File: config.mk
export PLATFORM = sky130hd
export DESIGN_NAME = sad_row_min_flat
export DESIGN_NICKNAME = d
export VERILOG_FILES = /design/src/rtl/sad_row_min_pkg.sv /design/src/rtl/sad_row_min_if.sv /design/src/rtl/sad_min_node.sv /design/src/rtl/sad_row_min.sv /design/src/flat_wrapper.sv
export SDC_FILE = /design/constraint.sdc
export NUM_CORES = 1
export LEC_CHECK = 0
export CORE_ASPECT_RATIO = 1.25
export CORE_MARGIN = 10
export CORE_UTILIZATION = 50
export DETAILED_ROUTE_END_ITERATION = 6
export HOLD_SLACK_MARGIN = 0.06
export PLACE_DENSITY = 0.71
export SKIP_LAST_GASP = 1
export SLEW_MARGIN = 30
export SYNTH_ARGS = -nofsm -noshare
export SYNTH_HDL_FRONTEND = slang
export SYNTH_SLANG_ARGS = --single-unit
File: constraint.sdc
create_clock -name clk -period 7 [get_ports clk]
set_input_delay 0.7 -clock clk [delete_from_list [all_inputs] [get_ports clk]]
set_output_delay 0.7 -clock clk [all_outputs]
set_load 0.1 [all_outputs]
File: src/rtl/sad_row_min_pkg.sv
// Shared types and constants for the SAD row-minimum stage.
// The comparator tree carries {sad, idx} pairs sized by SAD_W.
package sad_row_min_pkg;

  localparam int unsigned NUM_COLS  = 16;
  localparam int unsigned COL_IDX_W = 4;
  localparam int unsigned SAD_W     = 14;
  localparam int unsigned ROW_W     = 5;

  typedef struct packed {
    logic [SAD_W-1:0]     sad;
    logic [COL_IDX_W-1:0] idx;
  } cand_t;

  // All-ones SAD never wins the post processor's strict compare.
  localparam cand_t CAND_IDLE = '{sad: '1, idx: '0};

  typedef enum logic [1:0] {
    StIdle,
    StRun,
    StDrain,
    StDone
  } state_e;

endpackage

File: src/rtl/sad_row_min_if.sv
// Row input from the PE array and interim outputs toward the post processor.
interface sad_row_min_if #(
  parameter int unsigned SAD_BIT_WIDTH = 14
);

  logic                                                start;
  logic                                                sad_valid;
  logic [sad_row_min_pkg::NUM_COLS*SAD_BIT_WIDTH-1:0]  sad_in;
  logic [SAD_BIT_WIDTH-1:0]                            MSAD_interim;
  logic [sad_row_min_pkg::COL_IDX_W-1:0]               MSAD_index_interim;
  logic [sad_row_min_pkg::ROW_W-1:0]                   current_row;
  logic                                                en;
  logic                                                done;
  logic                                                err;

  modport master (
    output start, sad_valid, sad_in,
    input  MSAD_interim, MSAD_index_interim, current_row, en, done, err
  );

  modport slave (
    input  start, sad_valid, sad_in,
    output MSAD_interim, MSAD_index_interim, current_row, en, done, err
  );

endinterface

File: src/rtl/sad_min_node.sv
// One registered 2-input minimum; ties go to the left (lower column) operand.
// Loads the idle candidate when its inputs are not valid.
module sad_min_node
  import sad_row_min_pkg::*;
(
  input  logic  clk,
  input  logic  rst_n,
  input  logic  vld,
  input  cand_t a,
  input  cand_t b,
  output cand_t y
);

  cand_t y_d, y_q;

  always_comb begin
    y_d = CAND_IDLE;
    if (vld) begin
      y_d = (b.sad < a.sad) ? b : a;
    end
  end

  always_ff @(posedge clk or negedge rst_n) begin
    if (!rst_n) begin
      y_q <= CAND_IDLE;
    end else begin
      y_q <= y_d;
    end
  end

  assign y = y_q;

endmodule

File: src/rtl/sad_row_min.sv
// Reduces each 16-column SAD row to its minimum and column index through a
// 4-level registered tree, and sequences one search window per start.
module sad_row_min
  import sad_row_min_pkg::*;
#(
  parameter int unsigned SAD_BIT_WIDTH = SAD_W,
  parameter int unsigned NUM_ROWS      = 17
) (
  input  logic          clk,
  input  logic          rst_n,
  sad_row_min_if.slave  bus
);

  localparam logic [ROW_W-1:0] LAST_ROW = ROW_W'(NUM_ROWS - 1);

  state_e           state_q, state_d;
  logic [ROW_W-1:0] in_row_q, in_row_d;
  logic             err_q, err_d;
  logic             en_q, done_q;
  logic             accept;

  // vld_q[k] / tag_q[k] travel alongside tree level k+1.
  logic [3:0]       vld_q;
  logic [ROW_W-1:0] tag_q [4];

  cand_t leaf [NUM_COLS];
  cand_t lvl1 [8];
  cand_t lvl2 [4];
  cand_t lvl3 [2];
  cand_t lvl4;

  assign accept = (state_q == StRun) && bus.sad_valid;

  for (genvar c = 0; c < NUM_COLS; c++) begin : g_leaf
    assign leaf[c] = '{sad: bus.sad_in[c*SAD_BIT_WIDTH +: SAD_BIT_WIDTH],
                       idx: COL_IDX_W'(c)};
  end

  for (genvar i = 0; i < 8; i++) begin : g_l1
    sad_min_node u_node (
      .clk   (clk),
      .rst_n (rst_n),
      .vld   (accept),
      .a     (leaf[2*i]),
      .b     (leaf[2*i+1]),
      .y     (lvl1[i])
    );
  end

  for (genvar i = 0; i < 4; i++) begin : g_l2
    sad_min_node u_node (
      .clk   (clk),
      .rst_n (rst_n),
      .vld   (vld_q[0]),
      .a     (lvl1[2*i]),
      .b     (lvl1[2*i+1]),
      .y     (lvl2[i])
    );
  end

  for (genvar i = 0; i < 2; i++) begin : g_l3
    sad_min_node u_node (
      .clk   (clk),
      .rst_n (rst_n),
      .vld   (vld_q[1]),
      .a     (lvl2[2*i]),
      .b     (lvl2[2*i+1]),
      .y     (lvl3[i])
    );
  end

  sad_min_node u_l4 (
    .clk   (clk),
    .rst_n (rst_n),
    .vld   (vld_q[2]),
    .a     (lvl3[0]),
    .b     (lvl3[1]),
    .y     (lvl4)
  );

  // Tags only advance with valid data so current_row holds across gaps.
  always_ff @(posedge clk or negedge rst_n) begin
    if (!rst_n) begin
      vld_q <= '0;
      for (int k = 0; k < 4; k++) begin
        tag_q[k] <= '0;
      end
    end else begin
      vld_q <= {vld_q[2:0], accept};
      if (accept) begin
        tag_q[0] <= in_row_q;
      end
      for (int k = 1; k < 4; k++) begin
        if (vld_q[k-1]) begin
          tag_q[k] <= tag_q[k-1];
        end
      end
    end
  end

  always_comb begin
    state_d  = state_q;
    in_row_d = in_row_q;
    err_d    = err_q;
    unique case (state_q)
      StIdle: begin
        if (bus.start) begin
          state_d  = StRun;
          in_row_d = '0;
          err_d    = 1'b0;
        end
      end
      StRun: begin
        if (bus.start) begin
          err_d = 1'b1;
        end
        if (bus.sad_valid) begin
          if (in_row_q == LAST_ROW) begin
            state_d = StDrain;
          end else begin
            in_row_d = in_row_q + 1'b1;
          end
        end
      end
      StDrain: begin
        if (bus.start || bus.sad_valid) begin
          err_d = 1'b1;
        end
        if (vld_q[3] && (tag_q[3] == LAST_ROW)) begin
          state_d = StDone;
        end
      end
      StDone: begin
        if (bus.start) begin
          err_d = 1'b1;
        end
        state_d = StIdle;
      end
      default: state_d = StIdle;
    endcase
  end

  always_ff @(posedge clk or negedge rst_n) begin
    if (!rst_n) begin
      state_q  <= StIdle;
      in_row_q <= '0;
      err_q    <= 1'b0;
      en_q     <= 1'b0;
      done_q   <= 1'b0;
    end else begin
      state_q  <= state_d;
      in_row_q <= in_row_d;
      err_q    <= err_d;
      en_q     <= (state_d != StIdle);
      done_q   <= (state_d == StDone);
    end
  end

  assign bus.MSAD_interim       = lvl4.sad;
  assign bus.MSAD_index_interim = lvl4.idx;
  assign bus.current_row        = tag_q[3];
  assign bus.en                 = en_q;
  assign bus.done               = done_q;
  assign bus.err                = err_q;

endmodule

File: src/flat_wrapper.sv
// flat-port wrapper written by rule: the top's interface ports become plain ports
module sad_row_min_flat import sad_row_min_pkg::*;
#(
  parameter int unsigned SAD_BIT_WIDTH = SAD_W,
  parameter int unsigned NUM_ROWS      = 17
)
  (clk, rst_n, bus_start, bus_sad_valid, bus_sad_in, bus_MSAD_interim, bus_MSAD_index_interim, bus_current_row, bus_en, bus_done, bus_err);
  sad_row_min_if #(.SAD_BIT_WIDTH(SAD_BIT_WIDTH)) bus_i ();
  input  logic clk;
  input  logic rst_n;
  input wire logic [$bits(bus_i.start)-1:0] bus_start;
  input wire logic [$bits(bus_i.sad_valid)-1:0] bus_sad_valid;
  input wire logic [$bits(bus_i.sad_in)-1:0] bus_sad_in;
  output wire logic [$bits(bus_i.MSAD_interim)-1:0] bus_MSAD_interim;
  output wire logic [$bits(bus_i.MSAD_index_interim)-1:0] bus_MSAD_index_interim;
  output wire logic [$bits(bus_i.current_row)-1:0] bus_current_row;
  output wire logic [$bits(bus_i.en)-1:0] bus_en;
  output wire logic [$bits(bus_i.done)-1:0] bus_done;
  output wire logic [$bits(bus_i.err)-1:0] bus_err;
  assign bus_i.start = bus_start;
  assign bus_i.sad_valid = bus_sad_valid;
  assign bus_i.sad_in = bus_sad_in;
  assign bus_MSAD_interim = bus_i.MSAD_interim;
  assign bus_MSAD_index_interim = bus_i.MSAD_index_interim;
  assign bus_current_row = bus_i.current_row;
  assign bus_en = bus_i.en;
  assign bus_done = bus_i.done;
  assign bus_err = bus_i.err;
  sad_row_min #(.SAD_BIT_WIDTH(SAD_BIT_WIDTH), .NUM_ROWS(NUM_ROWS)) u_core (.clk(clk), .rst_n(rst_n), .bus(bus_i));
endmodule
Yosys cells after proc, flatten, opt, wreduce, memory -nomap -nowiden --
Cells that the tools add are included.
Word-level totals: flip-flop bits (word level) 304, bits of input ports 228, output and inout port bits 26, logic and storage cells 119
Cells by class: $add $sub $neg 1, magnitude comparators 15, equality and inequality tests 11, multiplexer cells 43, reductions and logical operators 9
Operators with widths (number):
- 18-bit 2-to-1 mux | 30
- 14-bit less-than comparator | 15
- 5-bit 2-to-1 mux | 3
- 5-bit == test (second input constant) | 2
- 5-bit case mux with 2 select lines | 1
- 2-bit 2-to-1 mux | 4
- 2-bit case mux with 4 select lines | 1
- 2-bit == test (second input constant) | 3
- 2-bit != test (second input constant) | 3
- 5-bit by 1-bit adder with 5-bit output (second input constant) | 1
- 2-bit by 1-bit != test with 1-bit output (second input constant) | 2
- 4-bit AND reduction | 1
- 2-bit nonzero test | 2
- 1-bit 2-to-1 mux | 3
- 1-bit case mux with 3 select lines | 1
- 3-bit AND reduction | 1
- 2-bit by 1-bit == test with 1-bit output (second input constant) | 1
- 1-bit logical AND | 2
- 2-bit zero test | 1
- 2-bit OR reduction | 1
- 1-bit logical OR | 1

Logic depth before layout (Yosys ltp) --
Gate-level depths: netlist of run 1.
depth after elaboration 5, depth in mapped cells 9, depth with buffers taken out 7

Cells and area by module --
A second synthesis of run 1 with hierarchy kept.
Unflattened totals: cells, all modules 1946, area total of the unflattened synthesis 19775.2 µm²
By module, submodules not included:
- sad_min_node | instances 15, cells each 122, area an instance 1223.7 µm², sequential area each 467.9 µm²
- sad_row_min | instances 1, cells each 116, area an instance 1420.1 µm², sequential area each 850.8 µm²

Least setup slack after synthesis of run 1 --
Ideal clock, no wire load.
path kind input port to flip-flop, start point in bus_sad_in[177], end point reg u_core.g_l1[6].u_node.y_q (netlist bit u_core.g_l1[6].u_node.y[10]), library setup time 0.075 ns, arrival 2.322 ns, required time 6.925 ns, slack 4.603 ns, stages 8, path buffers 1, path through inv_1 ha_1 a211oi_1 o21ai_0 a221o_1 a41oi_4 buf_6 mux2i_1
RTL lines:
- from (decl) | line flat_wrapper.sv:13 | input wire logic [$bits(bus_i.sad_in)-1:0] bus_sad_in;
- to (signal assigned) | line sad_min_node.sv:27 | y_q <= y_d;
- to (decl) | line sad_min_node.sv:14 | cand_t y_d, y_q;

==> qor.yml, run 1 <==
layout:
  finalNetCount: 2406
  syn_to_final_growth_pct: 21.8
  drive_gt1_frac: 0.151
  layoutNonFillerInstCount: 2473
setup_path:
  startpoint_type: "flip-flop"
  required_ns: 7.41
  worstRegToRegCells: 8
  end_kind: "flip-flop"
  arrival_ns: 3.56
  path_max_fanout: 18
  path_class: "flip-flop to flip-flop"
synthesis:
  yosysUniqueCellTypes: 45
  synth.avg_cell_area_um2: 9.85
  synth_largest_area_cell: "dfstp_2"
  ys_top_cells_by_count: "nor2_1, dfstp_2, mux2i_1"
  ys.flop_type: "dfstp_2"
  syn_nets: 2191
  synth_edf_count: 0
  synth.most_common_cell: "nor2_1"
  synth_warnings: 0
  yosysTopAreaCellShare: 0.317
  synth_compound_area_frac: 0.0855
  seq_area_frac_synth: 0.409
  synthSimpleGateAreaFrac: 0.164
  synth_fa_ha_area_frac: 0.142
  synth-xor-area-share: 0.00151
  ys_seq_elements: 274
  syn_inst: 1766
  ys_async_sr_fraction: 1.00
  muxShareOfSynthArea: 0.129
  netlist_area_um2: 17400
  synth_top_family_by_area: "simple AND/OR/NAND/NOR gates"
  yosys-top-cells-area: "dfstp_2, ha_1, mux2i_1"
pwr:
  netSwitchingPower_uw: 2720
  p_sw_frac: 0.380
  p_leak_uw: 0.0105
  powerDensity_nw_per_um2: 338
  clockPowerShare: 0.217
  ir_drop_mv: 0.196
  fin_total_pwr_uw: 7150
  intPower_uw: 4430
  p_comb_frac: 0.431
  pwr-share-seq: 0.352
clock_tree:
  cts_buffers: 29
  cts_sinks: 274
  cts_resized: 0
  post_cts_buffers: 0
  htree_levels: 1
  clockRootBuffer: "clkbuf_16"
  cts_tree: "yes"
  cts_max_path_buffers: 3
  clkTransAtPathRegs_ns: 0.06
  clk_latency_ns: 0.56
  hold_buffers: 0
drt:
  drt_iter0_markers: 644
  top_layer_used: "met4"
  wl_um: 40800
  viasPerCell: 5.14
  route.detailed.drc: 0
  wire_per_inst_um: 16.5
  ant_nets: 0
  wl_met3_um: 1410
  wl_met1_um: 17100
  wl_met2_um: 21100
  vias: 12700
  dr.pass1.iters: 7
global_routing:
  grt_usage: 0.185
  grt_start_max_net_pins: 180
  antenna_found_initial: 1
  grt_pass1_wl_um: 65800
  first_global_vias: 13400
  grt.overflow.total: 0
placed_design:
  gp_congestion: 0.859
  dpl.hpwl_um: 32000
  portBuffers: 253
  dp.cells: 2415
  pre_cts_ws_ns: 3.66
die:
  fp.dieW_um: 187
  num_rows: 76
  io_pins: 254
  die_y_um: 229
  initial_core_util: 0.505
  coreArea_um2: 34400
  die_area_um2: 42700
timing:
  period_share: 0.451
  layout_setup_ws_ns: 3.84
  tns_ns: 0
  fin_crit_ns: 3.16
  tightestPinTransition_ns: 0.991
  fmax_mhz: 317
  drv_slew: 0
  rsz0062_at_grt: "no"
  finalClockSkew_ns: 0.0163
  finalHoldViolCount: 0
  finalSetupViolCount: 0
  relSlewSlack: 0.337
status:
  status: "finished, final reports clean"
flow_run:
  drv_cap: 0
hold_path:
  hp-class: "input pin to async pin"
==> layout by cell type, fill, tap and decap left out, drive strengths merged, types with 13 or more instances in the layout <==
master and count:
and2 14, nand2b 16, a21oi 66, nand3 30, ha 197, inv 204, a21o 21, dfstp 210
o21a 13, clkdlybuf4s50 251, nand4 24, nor2b 169, o21ai 33, mux2i 208, a211oi 19, o211ai 28
mux2 15, nor2 251, nand2 60, dfrtp 64, clkbuf 44
==> through the flow <==
step	instance area [µm²]	hold WS [ns]	utilization
final	21200	0.188	0.615
after floorplan	17400	0.404	-
after global placement	20200	0.454	0.586
after CTS	21100	0.180	0.613
after detailed placement	20200	0.459	0.585
after global routing	21200	0.228	0.615
==> cell type report <==
type | count | area, µm²
Antenna cell | 1 | 2.50
Clock buffer | 44 | 822
Clock inverter | 10 | 143
Fill cell | 2923 | 13200
Inverter | 203 | 762
Multi-Input combinational cell | 1211 | 9100
Sequential cell | 274 | 7120
Tap cell | 468 | 586
Timing Repair Buffer | 262 | 2640
==> worst paths after layout <==
kind | slack, ns | from | endpoint
min in group clk | 0.47 | u_core.tag_q[18] | u_core.tag_q[18]
max reg2reg | 3.84 | u_core.g_l2[2].u_node.y[13] | u_core.g_l3[1].u_node.y[17]
min | 0.19 | rst_n | u_core.g_l1[4].u_node.y[0]
max | 3.84 | u_core.g_l2[2].u_node.y[13] | u_core.g_l3[1].u_node.y[17]
min reg2reg | 0.47 | u_core.tag_q[18] | u_core.tag_q[18]
max in group asynchronous | 5.54 | rst_n | u_core.g_l1[0].u_node.y[16]
==> worst max-delay path, cell delays in order (launching register included) <==
cell and delay, ns:
dfstp_2 0.51, inv_1 0.09, ha_1 0.31, a211oi_1 0.27
o21ai_0 0.16, a221oi_2 0.53, buf_4 0.27, o21a_1 0.60
o211ai_1 0.25
==> kinds of logic after synthesis <==
| kind of cell | after synthesis |
|---|---|
| AO/OA/AOI/OAI | 203 |
| buffers and inverters | 281 |
| AND/OR/NAND/NOR | 585 |
| XOR/XNOR | 3 |
| flip-flops | 274 |
| adder cells (fa/ha/maj) | 197 |
| multiplexers | 223 |
==> state kept, by name (all words and copies together) (netlist names) <==
name,count
u_core.tag_q,15
u_core.g_l1.u_node.y,120
u_core.bus.err,1
u_core.bus.current_row,5
u_core.bus.done,1
u_core.bus.en,1
u_core.in_row_q,5
u_core.g_l3.u_node.y,35
u_core.g_l2.u_node.y,67
u_core.state_q,2
u_core.u_l4.y,18
u_core.vld_q,4
==> per-layer routing <==
layer	global-route usage	up-vias
met5	0	-
met4	0.0578	0
met3	0.0240	66
met2	0.340	229
met1	0.218	6108
li1	-	6317
==> power by group through the flow <==
stage	Sequential (µW)	Clock (µW)	Combinational, µW
6_report	2520	1550	3080
3_5_place_dp	2540	0	3080
2_1_floorplan	2590	0	2320
5_1_grt	2570	1650	3380
4_1_cts	2520	1590	3090
3_3_place_gp	2540	0	3000
Note: power is estimated with default switching activity, not from simulation.
==> inputs of run 2 (changes only) <==
==> constraint.sdc (replaced) <==
create_clock -name clk -period 3.3 [get_ports clk]
set_input_delay 0.33 -clock clk [delete_from_list [all_inputs] [get_ports clk]]
set_output_delay 0.33 -clock clk [all_outputs]
set_load 0.1 [all_outputs]
==> qor.yml, run 2 (synthesis gave the netlist of run 1 again) <==
layout:
  finalNetCount: 2420
  drive_gt1_frac: 0.159
  most-common-layout-cells: "nor2_1, clkdlybuf4s50_1, dfstp_2"
  syn_to_final_growth_pct: 22.6
  nFillCells: 2932
  largest_reg_flops: 120
drt:
  ant_nets: 0
  viasPerCell: 5.12
  vias: 12700
  wl_um: 40500
  wire_per_inst_um: 16.3
  route.detailed.drc: 0
  dr.pass1.iters: 5
  drt_iter0_markers: 567
timing:
  layout_setup_ws_ns: 0.663
  relSlewSlack: 0.279
  whs_ns: 0.372
  tightestPinTransition_ns: 1.08
  drv_slew: 0
  finalHoldViolCount: 0
  fmax_mhz: 379
  tns_ns: 0
  finalClockSkew_ns: 0.0201
  period_share: 0.799
  finalSetupViolCount: 0
  rsz0062_at_grt: "no"
  fin_crit_ns: 2.64
die:
  coreArea_um2: 34400
  io_pins: 254
  die_area_um2: 42700
  initial_core_util: 0.505
  die_y_um: 229
  num_rows: 76
  fp.dieW_um: 187
clock_tree:
  htree_levels: 1
  cts_tree: "yes"
  cts_buffers: 29
  clkTransAtPathRegs_ns: 0.06
  clk_latency_ns: 0.56
  cts_max_path_buffers: 3
  cts_sinks: 274
  cts_resized: 0
  clockRootBuffer: "clkbuf_16"
  post_cts_buffers: 0
status:
  status: "finished, final reports clean"
pwr:
  intPower_uw: 9510
  clockPowerShare: 0.218
  pwr-share-seq: 0.352
  netSwitchingPower_uw: 5720
  p_leak_uw: 0.0106
  powerDensity_nw_per_um2: 715
  p_sw_frac: 0.376
  fin_total_pwr_uw: 15200
  p_comb_frac: 0.430
  ir_drop_mv: 0.475
hold_path:
  hp-class: "input pin to flip-flop"
global_routing:
  grt.busiest_layer: "met2"
  met2_usage: 0.337
  grt_pass1_wl_um: 65900
  grt.overflow.total: 0
  grt_start_max_net_pins: 232
  met3_usage: 0.0250
  grt_use_met1: 0.217
  antenna_found_initial: 3
  first_global_vias: 13600
  grt_usage: 0.184
setup_path:
  startpoint_type: "flip-flop"
  path_class: "flip-flop to flip-flop"
  end_kind: "flip-flop"
  arrival_ns: 3.11
  required_ns: 3.77
  path_max_fanout: 18
placed_design:
  portBuffers: 253
  dpl.hpwl_um: 32100
  pre_cts_ws_ns: 0.620
  gp_congestion: 0.867
flow_run:
  drv_cap: 0
[run 2: cell types whose count changed in the layout (fill, tap and decap cells not counted), sizes merged]
cell | before | now
clkbuf | 44 | 41
buf | 11 | 24
dlygate4sd3 | 0 | 1
inv | 204 | 205
diode | 1 | 3
[run 2: cell type report]
type                    instances  area (µm²)  share of cell area
multi-input cells            1211        9090               0.427
flip-flops and latches        274        7120               0.334
repair buffers                276        2760               0.129
clock buffers                  41         841              0.0394
inverters                     203         762              0.0357
well taps                     468         586              0.0275
clock inverters                11         150             0.00704
diodes                          3        7.51            0.000352
[run 2: metal layers]
metal | up-vias | part of all wire
met1 | 6107 | 0.43
met5 | - | 0
li1 | 6352 | -
met3 | 75 | 0.031
met2 | 207 | 0.52
met4 | 0 | 0.025
[run 2: power by group through the flow]
stage	clock network (µW)	logic (µW)	registers, µW
floorplan	0	4920	5490
global placement	0	6400	5400
global route	3530	7210	5490
detailed placement	0	6570	5410
CTS	3410	6600	5370
finish	3320	6550	5360
[run 2: worst paths after layout]
| path | from | end | slack, ns | cells after the start |
|---|---|---|---|---|
| setup reg to reg | u_core.g_l2[2].u_node.y[13] | u_core.g_l3[1].u_node.y[3] | 0.66 | 8 |
| hold reg to reg | u_core.tag_q[18] | u_core.tag_q[18] | 0.48 | 2 |
| setup / recovery | u_core.g_l2[2].u_node.y[13] | u_core.g_l3[1].u_node.y[3] | 0.66 | 8 |
| hold / removal | bus_sad_in[121] | u_core.g_l1[4].u_node.y[13] | 0.37 | 3 |
| min in group asynchronous | rst_n | u_core.g_l3[1].u_node.y[0] | 0.48 | 2 |
| max in group asynchronous | rst_n | u_core.g_l2[1].u_node.y[16] | 1.90 | 3 |
[run 2: worst max-delay path, cell delays in order (launching register included)]
cell	delay, ns
dfstp_2	0.51
inv_1	0.05
ha_1	0.29
a211oi_1	0.25
o21ai_0	0.15
a221oi_2	0.23
buf_4	0.23
o21a_1	0.58
mux2i_1	0.26
[run 2: repair_timing]
item,in CTS,in global routing
endpoints found under the hold margin,39,0
hold buffers,1,0
endpoints found under the setup margin,0,0
[run 2: per-stage QoR]
step / util / instance area, µm² / instances
2_1_floorplan: - / 17400 / 1766
3_3_place_gp: 0.590 / 20300 / 2431
3_5_place_dp: 0.590 / 20300 / 2431
4_1_cts: 0.619 / 21300 / 2484
5_1_grt: 0.619 / 21300 / 2487
6_report: 0.619 / 21300 / 2487
==> inputs of run 3 (changes only) <==
--- a/config.mk
+++ b/config.mk
@@ -10,7 +10,7 @@
 export CORE_UTILIZATION = 50
 export DETAILED_ROUTE_END_ITERATION = 6
 export HOLD_SLACK_MARGIN = 0.06
-export PLACE_DENSITY = 0.71
+export PLACE_DENSITY = 0.74
 export SKIP_LAST_GASP = 1
 export SLEW_MARGIN = 30
 export SYNTH_ARGS = -nofsm -noshare
==> constraint.sdc (replaced) <==
create_clock -name clk -period 2.34 [get_ports clk]
set_input_delay 0.234 -clock clk [delete_from_list [all_inputs] [get_ports clk]]
set_output_delay 0.234 -clock clk [all_outputs]
set_load 0.1 [all_outputs]
==> qor.yml, run 3 (synthesis gave the netlist of run 1 again) <==
clock_tree:
  cts_max_path_buffers: 3
  clkTransAtPathRegs_ns: 0.06
  cts_tree: "yes"
  clockRootBuffer: "clkbuf_16"
  htree_levels: 1
  cts_sinks: 274
  cts_buffers: 28
  clk_latency_ns: 0.54
layout:
  drive_gt1_frac: 0.199
  finalNetCount: 2455
  fin_util: 0.637
  layout_commonest_cell: "nor2_1"
  largest_reg_flops: 120
  antennaDiodeCount: 0
  syn_to_final_growth_pct: 26.0
  most-common-layout-cells: "nor2_1, clkdlybuf4s50_1, dfstp_2"
placed_design:
  pre_cts_ws_ns: -0.124
  gp_congestion: 0.890
  portBuffers: 253
  dpl.hpwl_um: 33300
global_routing:
  grt.busiest_layer: "met2"
  grt.overflow.total: 0
  grt_pass1_wl_um: 67500
  met2_usage: 0.349
  antenna_found_initial: 0
  met3_usage: 0.0270
  grt_use_met1: 0.222
  grt_start_max_net_pins: 121
  grt_usage: 0.190
  first_global_vias: 13700
setup_path:
  cpPeakStageDelay_ns: 0.55
  startpoint_type: "flip-flop"
  crit_path_cell_trace: "inv_1, ha_1, a211oi_1, o21ai_0, a221o_1, a21oi_4, buf_12, mux2i_1"
  cp_slowest_cell: "dfstp_2"
  path_max_fanout: 13
  required_ns: 2.78
  cp_top_family: "compound AO/OA/AOI/OAI gates"
  path_class: "flip-flop to flip-flop"
  end_kind: "flip-flop"
  arrival_ns: 2.75
  cp.buffers_inverters: 2
timing:
  finalSetupViolCount: 0
  rsz0062_at_grt: "yes"
  layout_setup_ws_ns: 0.0252
  period_share: 0.989
  finalHoldViolCount: 0
  fmax_mhz: 432
  finalClockSkew_ns: 0.0110
  fin_crit_ns: 2.31
  whs_ns: 0.268
  drv_slew: 0
  tightestPinTransition_ns: 0.562
  relSlewSlack: 0.620
  tns_ns: 0
pwr:
  p_leak_uw: 0.0108
  fin_total_pwr_uw: 22900
  ir_drop_mv: 0.679
  powerDensity_nw_per_um2: 1050
flow_run:
  drv_cap: 0
die:
  coreArea_um2: 34400
  die_area_um2: 42700
  initial_core_util: 0.505
  io_pins: 254
  fp.dieW_um: 187
  die_y_um: 229
  num_rows: 76
drt:
  vias: 12800
  viasPerCell: 5.09
  route.detailed.drc: 0
  wl_um: 41700
  dr.pass1.iters: 5
  ant_nets: 0
  drt_iter0_markers: 511
  wire_per_inst_um: 16.6
status:
  status: "finished, final reports clean"
hold_path:
  hp-class: "input pin to async pin"
run 3: changes by cell type in the layout (fill, tap and decap cells not counted), sizes merged:
cell           delta
buf              +60
clkbuf            -4
bufinv            +2
inv               -1
clkinvlp          +3
clkinv            +1
diode             -3
clkdlybuf4s50    -25
run 3: worst paths after layout:
kind                                              from                          to  slack (ns)  depth (start not counted)
min in group clk                       bus_sad_in[196]  u_core.g_l1[7].u_node.y[4]        0.29                          3
setup / recovery           u_core.g_l1[2].u_node.y[13]  u_core.g_l2[1].u_node.y[9]        0.03                          8
setup reg to reg           u_core.g_l1[2].u_node.y[13]  u_core.g_l2[1].u_node.y[9]        0.03                          8
hold / removal                                   rst_n  u_core.g_l1[1].u_node.y[0]        0.27                          2
max in group asynchronous                        rst_n  u_core.g_l1[4].u_node.y[6]        1.33                          3
hold reg to reg                       u_core.tag_q[17]            u_core.tag_q[17]        0.48                          2
run 3: cell type report:
cell class,count,area [µm²]
Clock buffer,36,812
Sequential cell,274,7120
Multi-Input combinational cell,1211,9230
Timing Repair Buffer,312,3190
Clock inverter,16,216
Fill cell,2915,12500
Inverter,203,762
Tap cell,468,586
run 3: power breakdown:
part           total [µW]  switching, µW  internal, µW  leakage [µW]
clock network        4850           1850          3000      0.000501
registers            7430            855          6580       0.00304
logic               10700           5760          4910       0.00729
total               22900           8460         14500        0.0108
run 3: repair_timing:
action                                  CTS  global route
hold buffers                              1             0
gates cloned                              0             1
endpoints found under the setup margin   14            65
pin swaps                                 0             8
buffers inserted                          0             1
hold endpoints to repair                 84             0
resized for setup                         5            31
run 3: worst register-to-register path, stage by stage (launching register included):
cell,delay (ns)
dfstp_2,0.55
inv_1,0.05
ha_1,0.28
a211oi_1,0.23
o21ai_0,0.14
a221o_1,0.35
a21oi_4,0.16
buf_12,0.17
mux2i_1,0.29
run 3: per-layer routing:
metal / part of all wire / up-vias
met3: 0.035 / 69
met4: 0.027 / 0
li1: - / 6412
met5: 0 / -
met1: 0.42 / 6099
met2: 0.52 / 235
run 3: stage by stage:
stage / instances / cell area [µm²]
3_5_place_dp: 2465 / 20700
6_report: 2520 / 21900
5_1_grt: 2520 / 21900
3_3_place_gp: 2465 / 20700
4_1_cts: 2518 / 21800
2_1_floorplan: 1766 / 17400
